--- config.mk ---
export PLATFORM = sky130hd
export DESIGN_NAME = mine_placer
export DESIGN_NICKNAME = d
export VERILOG_FILES = /design/src/rtl/mine_placer.sv
export SDC_FILE = /design/constraint.sdc
export NUM_CORES = 1
export LEC_CHECK = 0
export BUFFER_PORTS_ARGS = -buffer_cell sky130_fd_sc_hd__buf_2
export CORE_MARGIN = 10
export CORE_UTILIZATION = 53
export CTS_CLUSTER_SIZE = 28
export DETAILED_ROUTE_END_ITERATION = 10
export PLACE_DENSITY = 0.81
export SLEW_MARGIN = 10
export SYNTH_ARGS = -nofsm -noshare
export SYNTH_HDL_FRONTEND = slang
export SYNTH_SLANG_ARGS = --single-unit
export TNS_END_PERCENT = 20
--- constraint.sdc ---
create_clock -name clk -period 3.9 [get_ports clk]
set_clock_uncertainty 0.2 [all_clocks]
set_input_delay 0.39 -clock clk [delete_from_list [all_inputs] [get_ports clk]]
set_output_delay 0.39 -clock clk [all_outputs]
set_load 0.02 [all_outputs]
--- src/rtl/mine_placer.sv ---
`default_nettype none
// ============================================================================
// Module   : mine_placer
// Brief    : Random mine-field generator driven by a free-running 16-bit LFSR.
//            Optional: MINE_PLACER_NEIGHBOUR_EXCL_EN protects the 3x3 block
//            around the exclusion cell instead of the single cell.
// Revision : 1.0 - initial release
// ============================================================================
module mine_placer #(
   parameter logic [15:0] LFSR_SEED = 16'hACE1,
   parameter int          MAX_SIDE  = 16
) (
   input  logic                               clk,
   input  logic                               rst,
   input  logic                               start,
   input  logic [1:0]                         level,
   input  logic [5:0]                         mines,
   input  logic [4:0]                         excl_x,
   input  logic [4:0]                         excl_y,
   output logic                               busy,
   output logic                               done,
   output logic [5:0]                         placed_cnt,
   output logic [MAX_SIDE-1:0][MAX_SIDE-1:0]  mine_arr
);

   localparam logic [1:0] c_IDLE   = 2'd0;
   localparam logic [1:0] c_CLEAR  = 2'd1;
   localparam logic [1:0] c_PLACE  = 2'd2;
   localparam logic [1:0] c_FINISH = 2'd3;

   logic [1:0]                        r_state, w_next;
   logic [15:0]                       r_lfsr;
   logic [1:0]                        r_level;
   logic [5:0]                        r_target;
   logic [4:0]                        r_ex, r_ey;
   logic [5:0]                        r_cnt;
   logic [MAX_SIDE-1:0][MAX_SIDE-1:0] r_arr;

   logic       w_start_ok;
   logic [4:0] w_side_in, w_side;
   logic       w_excl_in, w_excl_ok;
   logic [8:0] w_cells, w_prot, w_limit;
   logic [5:0] w_target;
   logic [3:0] w_cx, w_cy;
   logic       w_in_board, w_protected, w_accept;

   function automatic logic [4:0] side_of(input logic [1:0] lvl);
      case (lvl)
         2'd1:    return 5'd8;
         2'd2:    return 5'd10;
         2'd3:    return 5'd16;
         default: return 5'd0;
      endcase
   endfunction

   // Target clamp computed from the raw inputs so it can be latched on accept.
   always_comb begin
      w_side_in = side_of(level);
      w_excl_in = (excl_x < w_side_in) && (excl_y < w_side_in);
      w_cells   = {4'b0, w_side_in} * {4'b0, w_side_in};
`ifdef MINE_PLACER_NEIGHBOUR_EXCL_EN
      begin
         logic [1:0] nx, ny;
         nx = 2'd1 + 2'(excl_x != 5'd0) + 2'(({1'b0, excl_x} + 6'd1) < {1'b0, w_side_in});
         ny = 2'd1 + 2'(excl_y != 5'd0) + 2'(({1'b0, excl_y} + 6'd1) < {1'b0, w_side_in});
         w_prot = w_excl_in ? ({7'b0, nx} * {7'b0, ny}) : 9'd0;
      end
`else
      w_prot = w_excl_in ? 9'd1 : 9'd0;
`endif
      w_limit  = w_cells - w_prot;
      w_target = ({3'b0, mines} > w_limit) ? w_limit[5:0] : mines;
   end

   // Candidate evaluation against the latched game parameters.
   always_comb begin
      w_cx       = r_lfsr[3:0];
      w_cy       = r_lfsr[7:4];
      w_side     = side_of(r_level);
      w_in_board = ({1'b0, w_cx} < w_side) && ({1'b0, w_cy} < w_side);
      w_excl_ok  = (r_ex < w_side) && (r_ey < w_side);
`ifdef MINE_PLACER_NEIGHBOUR_EXCL_EN
      w_protected = w_excl_ok
                 && (({2'b0, w_cx} + 6'd1) >= {1'b0, r_ex}) && ({2'b0, w_cx} <= ({1'b0, r_ex} + 6'd1))
                 && (({2'b0, w_cy} + 6'd1) >= {1'b0, r_ey}) && ({2'b0, w_cy} <= ({1'b0, r_ey} + 6'd1));
`else
      w_protected = w_excl_ok && ({1'b0, w_cx} == r_ex) && ({1'b0, w_cy} == r_ey);
`endif
      w_accept   = (r_state == c_PLACE) && w_in_board && !r_arr[w_cy][w_cx] && !w_protected;
      w_start_ok = (r_state == c_IDLE) && start && (level != 2'd0);
   end

   always_ff @(posedge clk or negedge rst) begin
      if (!rst) r_state <= c_IDLE;
      else      r_state <= w_next;
   end

   always_comb begin
      w_next = r_state;
      case (r_state)
         c_IDLE:   if (w_start_ok) w_next = c_CLEAR;
         c_CLEAR:  w_next = (r_target == 6'd0) ? c_FINISH : c_PLACE;
         c_PLACE:  if (w_accept && ((r_cnt + 6'd1) == r_target)) w_next = c_FINISH;
         c_FINISH: w_next = c_IDLE;
         default:  w_next = c_IDLE;
      endcase
   end

   always_comb begin
      busy = (r_state != c_IDLE);
      done = (r_state == c_FINISH);
   end

   // LFSR runs in every state so the field depends on when start arrives.
   always_ff @(posedge clk or negedge rst) begin
      if (!rst) begin
         r_lfsr   <= LFSR_SEED;
         r_level  <= 2'd0;
         r_target <= 6'd0;
         r_ex     <= 5'd0;
         r_ey     <= 5'd0;
         r_cnt    <= 6'd0;
         r_arr    <= '0;
      end else begin
         r_lfsr <= {r_lfsr[14:0], r_lfsr[15] ^ r_lfsr[13] ^ r_lfsr[12] ^ r_lfsr[10]};
         if (w_start_ok) begin
            r_level  <= level;
            r_target <= w_target;
            r_ex     <= excl_x;
            r_ey     <= excl_y;
         end
         if (r_state == c_CLEAR) begin
            r_arr <= '0;
            r_cnt <= 6'd0;
         end else if (w_accept) begin
            r_arr[w_cy][w_cx] <= 1'b1;
            r_cnt             <= r_cnt + 6'd1;
         end
      end
   end

   assign placed_cnt = r_cnt;
   assign mine_arr   = r_arr;

endmodule
`default_nettype wire

; ---- Word level (Yosys, flattened, before mapping)
; Cells that the tools add are included.
[word_totals]
regBits = 298
latch_bits = 0
mem_bits_rw = 0
rom_bits = 0
in_bits = 21
out_inout_bits = 264
word_cells = 96
n_memories = 0
[classes]
addsub = 2
mul = 1
n_div = 0
order_cmp = 11
n_eq_ne = 14
shifts = 0
muxes = 20
bitwise = 4
n_reduce_logical = 21
[ops]
columns = op, count
row1 = $mux W256, 2
row2 = $or A256 B256 Y256, 1
row3 = $bmux W16 S4, 1
row4 = $demux W16 S4, 1
row5 = $mux W16, 2
row6 = $pmux W5 S3, 2
row7 = $lt A5 B5 Y1, 4
row8 = $mux W6, 3
row9 = $logic_and A1 B1 Y1, 13
row10 = $eq A2 B2 Y1 const B, 6
row11 = $eq A4 B5 Y1, 2
row12 = $lt A4 B5 Y1, 2
row13 = $lt A4 B5 Y1 const B, 2
row14 = $gt A6 B9 Y1, 1
row15 = $mul A5 B5 Y9, 1
row16 = $sub A9 B1 Y9, 1
row17 = $ge A4 B1 Y1 const B, 2
row18 = $pmux W2 S4, 1
row19 = $add A6 B1 Y6 const B, 1
row20 = $eq A2 B1 Y1 const B, 3
row21 = $eq A6 B6 Y1, 1
row22 = $logic_not A6 Y1, 1
row23 = $reduce_bool A2 Y1, 3
row24 = $bmux W1 S4, 1
row25 = other kinds (9), 16

; ---- Longest topological paths before layout
[logic_depth]
ltp_word = 11
ltp_mapped = 17
ltp_nobuf = 17

; ---- Least setup slack after synthesis
; OpenSTA, ideal clock, no wires.
[synth_timing]
path_kind = input-to-reg
startpoint = input level[0]
endpoint = register r_target[0]
setup_ns = 0.137
t_arrival_ns = 3.551
t_required_ns = 3.563
setup_slack_ns = 0.012
path_stages = 16
path_buffers = 0
cell_sequence = inv_1 > ha_1 > or3b_2 > a21oi_1 > o221a_2 > inv_1 > ha_1 > inv_1 > ha_1 > o21a_1 > o21a_1 > o21a_1 > o21a_1 > o2111ai_1 > mux2i_1 > o21ai_0
[synth_via]
elab_chain_cells = 8
word_cells_on_any_way = 14
cone_classes = add/sub (1) / mul (1) / order compare (3) / eq/ne (3) / mux (3) / reduce/logical (3)
[synth_lines]
columns = element, line
row1 = "start, declared", 16  ; input logic [1:0] level,
row2 = "parallel branches: the longest is 8 deep, another holds $mul A5 B5 Y9", -
row3 = "end signal, assigned", 128  ; r_target <= w_target;
row4 = "end, declared", 34  ; logic [5:0] r_target;
; Parallel ways; which one is timed is not known.
; A chain may end at the register's enable or synchronous reset.

; ---- Final worst setup path
[layout_timing]
startpoint = register r_lfsr[6]
endpoint = register r_arr, in the netlist mine_arr[194]
[layout_via]
elab_chain_cells = 8
word_cells_on_any_way = 22
cone_classes = order compare (3) / eq/ne (1) / mux (8) / bitwise (1) / reduce/logical (9)
[layout_lines]
columns = element, line
row1 = "start, declared", 32  ; logic [15:0] r_lfsr;
row2 = "start signal, assigned", 125  ; r_lfsr <= {r_lfsr[14:0], r_lfsr[15] ^ r_lfsr[13] ^ r_lfsr[12] ^ r_lfsr[10]};
row3 = $bmux W16 S4, 89  ; w_accept = (r_state == c_PLACE) && w_in_board && !r_arr[w_cy][w_cx] && !w_protected;
row4 = $mux W16 (implied by the code), 89
row5 = $bmux W1 S4, 89
row6 = $mux W1 (implied by the code), 89
row7 = $logic_not A1 Y1, 89
row8 = $logic_and A1 B1 Y1 (2 in a row), 89
row9 = $reduce_bool A2 Y1 (no source line), -
row10 = "end signal, assigned", 123  ; r_arr <= '0;
row11 = "end signal, assigned", 133  ; r_arr <= '0;
row12 = "end signal, assigned by index", 136  ; r_arr[w_cy][w_cx] <= 1'b1;
row13 = "end, declared", 37  ; logic [MAX_SIDE-1:0][MAX_SIDE-1:0] r_arr;
; Parallel ways exist; a longest one is shown, timed or not. The select of a mux whose other input is x is not followed.

==> reports/summary.txt <==
Max_cap viols: 0
Post CTS Setup Buffer Count: 0
Final setup viols: 0
# IOs: 285
EDFF count, synth: 0
CTS tree: built
Sequential area share after synthesis: 0.5114
Slew of the pin with the lowest slew margin: 1.133 ns
Startpoint Class: flip-flop
Cells after synthesis: 1369
Vias/cell: 6.121
Critical path type: flip-flop to flip-flop
Power Dens Cells: 463.6 mW/mm^2
Starting Density: 0.5403
Flop2flop setup slack: 0.11 ns
N_diodes: 0
Vias in the first global route: 12.35k
Hold Violations, Final: 0
GP Congestion: 0.9270
Wire per inst: 24.21 um
Ys Warns: 0
CP Capture Type: flip-flop
GR Overflow Total: 0
Nets: 1700
HP Class: input pin to flip-flop
Status: finished clean
Buffers on Ports: 284
Async SR Flop Fraction: 1.000
Htree depth: 2
Non-filler cells, final: 2014
Crit Path Max Fanout: 34
First-pass GRT wire length: 74.20 mm
Synth Flop Type: dfrtp_1
Net Count, Synth: 1421
Reported leakage power: 8.166 nW
Post-synth top area cell: dfrtp_1
Synth unique cells: 56
CP Data Required Time: 4.06 ns
FF-to-FF Start: r_lfsr[6]
R2R cell count: 11
Unrepaired setup endpoints after global routing: false
Share of cells above drive strength 1: 0.2935
VDD IR max: 501.3 uV
TritonRoute pass-1 iters: 5
CTS sink cnt: 298
Largest net degree at the start of global routing: 257
Clock transition at the registers of the reported paths: 0.06 ns
Core area: 0.02703 sq mm
Tcrit/Tclk final: 0.9719
Area contributors post-synth: dfrtp_1 50%, o22ai_1 10%, inv_1 7.2%, mux4_2 6.5%, mux2i_1 4.0%
Cts bufs inserted: 34
Max transition margin: 0.2444
Synth top area share: 0.4970
Die width: 186.0 um
DR iter-0 viols: 1491
Critical path arrival: 3.95 ns
Hpwl dp: 33.88 mm
Post-synth top cells: 290 x dfrtp_1, 280 x inv_1, 239 x o22ai_1
Mean cell area of the mapped netlist: 10.67 sq um
Root buf cell: clkbuf_16
Die height: 186.0 um
Final WL: 48.75 mm
Drc violations: 0
Fmax: 263.8 MHz
CTS max path bufs: 3
Initial antenna violation count: 0
Hold EP: r_target[4]
Layout area overhead: 21.45%
Final hold slack: 0.004800 ns
Vias: 12.33k
Die ar.: 0.03459 sq mm
Placed insts: 1942
Post-synthesis register bit count: 298
Worst R2R End: mine_arr[194]
Total power: 8.222 mW
DRT antenna net count: 0
Hold Startpoint: mines[4]
Hold path depth: 3
Clk_lat worst skew: 0.53 ns
Period minus WS final: 3.791 ns
Tot GR Track Use: 0.2782
Mapped cell area: 0.01460 sq mm
Top-count cell post-synth: dfrtp_1
Num rows: 60
Fin. max-slew vios: 0
## per-stage QoR
step / utilization / cell area (sq um) / TNS [ns] / setup slack, ns
floorplan: - / 14600 / 0 / 0.01204
finish: 0.6562 / 17730 / 0 / 0.1094
detailed placement: 0.6063 / 16390 / -15.92 / -0.1367
CTS: 0.6555 / 17720 / 0 / 0.02501
global placement: 0.6063 / 16390 / 0 / 0.03526
global route: 0.6562 / 17730 / 0 / 0.01489
## area by class of cell
class | instances | area [sq um]
clock buffer | 49 | 1028
clock inverter | 12 | 185.2
fill | 2027 | 9293
inverter | 280 | 1051
multi-input combinational | 694 | 5574
sequential | 298 | 7472
tap | 341 | 426.7
timing repair buffer | 340 | 1996
## layout by cell type (no fill, tap or decap), types with 17 or more instances in the layout
cell type / Yosys / layout
buf_2: 21 / 283
mux4_2: 42 / 42
nor2_1: 19 / 18
nand2_1: 82 / 82
mux2i_1: 58 / 57
o22ai_2: 18 / 18
mux2_2: 17 / 17
inv_1: 280 / 280
clkbuf_16: 0 / 35
nand3_1: 18 / 18
ha_1: 31 / 30
buf_4: 6 / 35
o22ai_1: 239 / 239
dfrtp_1: 290 / 289
a22oi_1: 29 / 29
## worst max-delay path by stage
stage,startpoint,to,slack [ns],cells past startpoint
6_report,r_lfsr[6],mine_arr[194],0.11,11
5_1_grt,excl_x[1],r_target[2],0.01,17
4_1_cts,r_lfsr[5],mine_arr[143],0.03,11
3_5_place_dp,r_lfsr[5],mine_arr[198],-0.14,11
3_3_place_gp,r_lfsr[5],mine_arr[8],0.04,11
2_1_floorplan,level[0],r_target[0],0.01,16
## state kept, by name, summed over array words and instances, names as in the netlist
| signal | count |
|---|---|
| placed_cnt | 6 |
| r_ex | 5 |
| r_level | 2 |
| r_lfsr | 16 |
| r_state | 2 |
| mine_arr | 256 |
| r_target | 6 |
| r_ey | 5 |
## repair_timing
item,in CTS,in global routing
pin swaps,0,1
resized for setup,1,4
setup endpoints to repair,253,31
hold buffers,11,0
hold endpoints to repair,88,0
## worst max-delay path, cell delays in order, from the launching register on
cell       delay [ns]
dfstp_2          0.67
buf_4            0.28
nor2b_2          0.37
a22oi_1          0.18
a211oi_1         0.54
a2111oi_2        0.13
and3_1           0.25
o2bb2ai_4        0.16
buf_4            0.17
nand2_2          0.06
buf_4            0.42
o22ai_1          0.18
## per-layer routing
metal,part of all wire,vias up,track usage
li1,-,5357,-
met5,0,-,0
met3,0.097,125,0.06824
met1,0.37,6106,0.3447
met2,0.48,739,0.4572
met4,0.044,0,0.1151
## report_power, final
part | internal, mW | leakage [nW] | total [mW] | switching (mW)
Sequential | 3.21 | 4.10 | 3.34 | 0.130
Combinational | 0.487 | 3.47 | 1.45 | 0.964
Clock | 2.11 | 0.599 | 3.43 | 1.32
## logic make-up (layout without fill, tap and decap cells)
family | after synthesis | count (layout) | share of synthesized area
buffers and inverters | 377 | 681 | 0.1100
AOI/OAI and AO/OA | 340 | 340 | 0.1597
DFF | 298 | 298 | 0.5114
and+or+nand+nor | 184 | 184 | 0.06127
muxes | 118 | 118 | 0.1184
adders and majority gates | 31 | 31 | 0.02656
xor gates and xnor gates | 21 | 21 | 0.01260
Note: power is estimated with default switching activity, not from simulation.
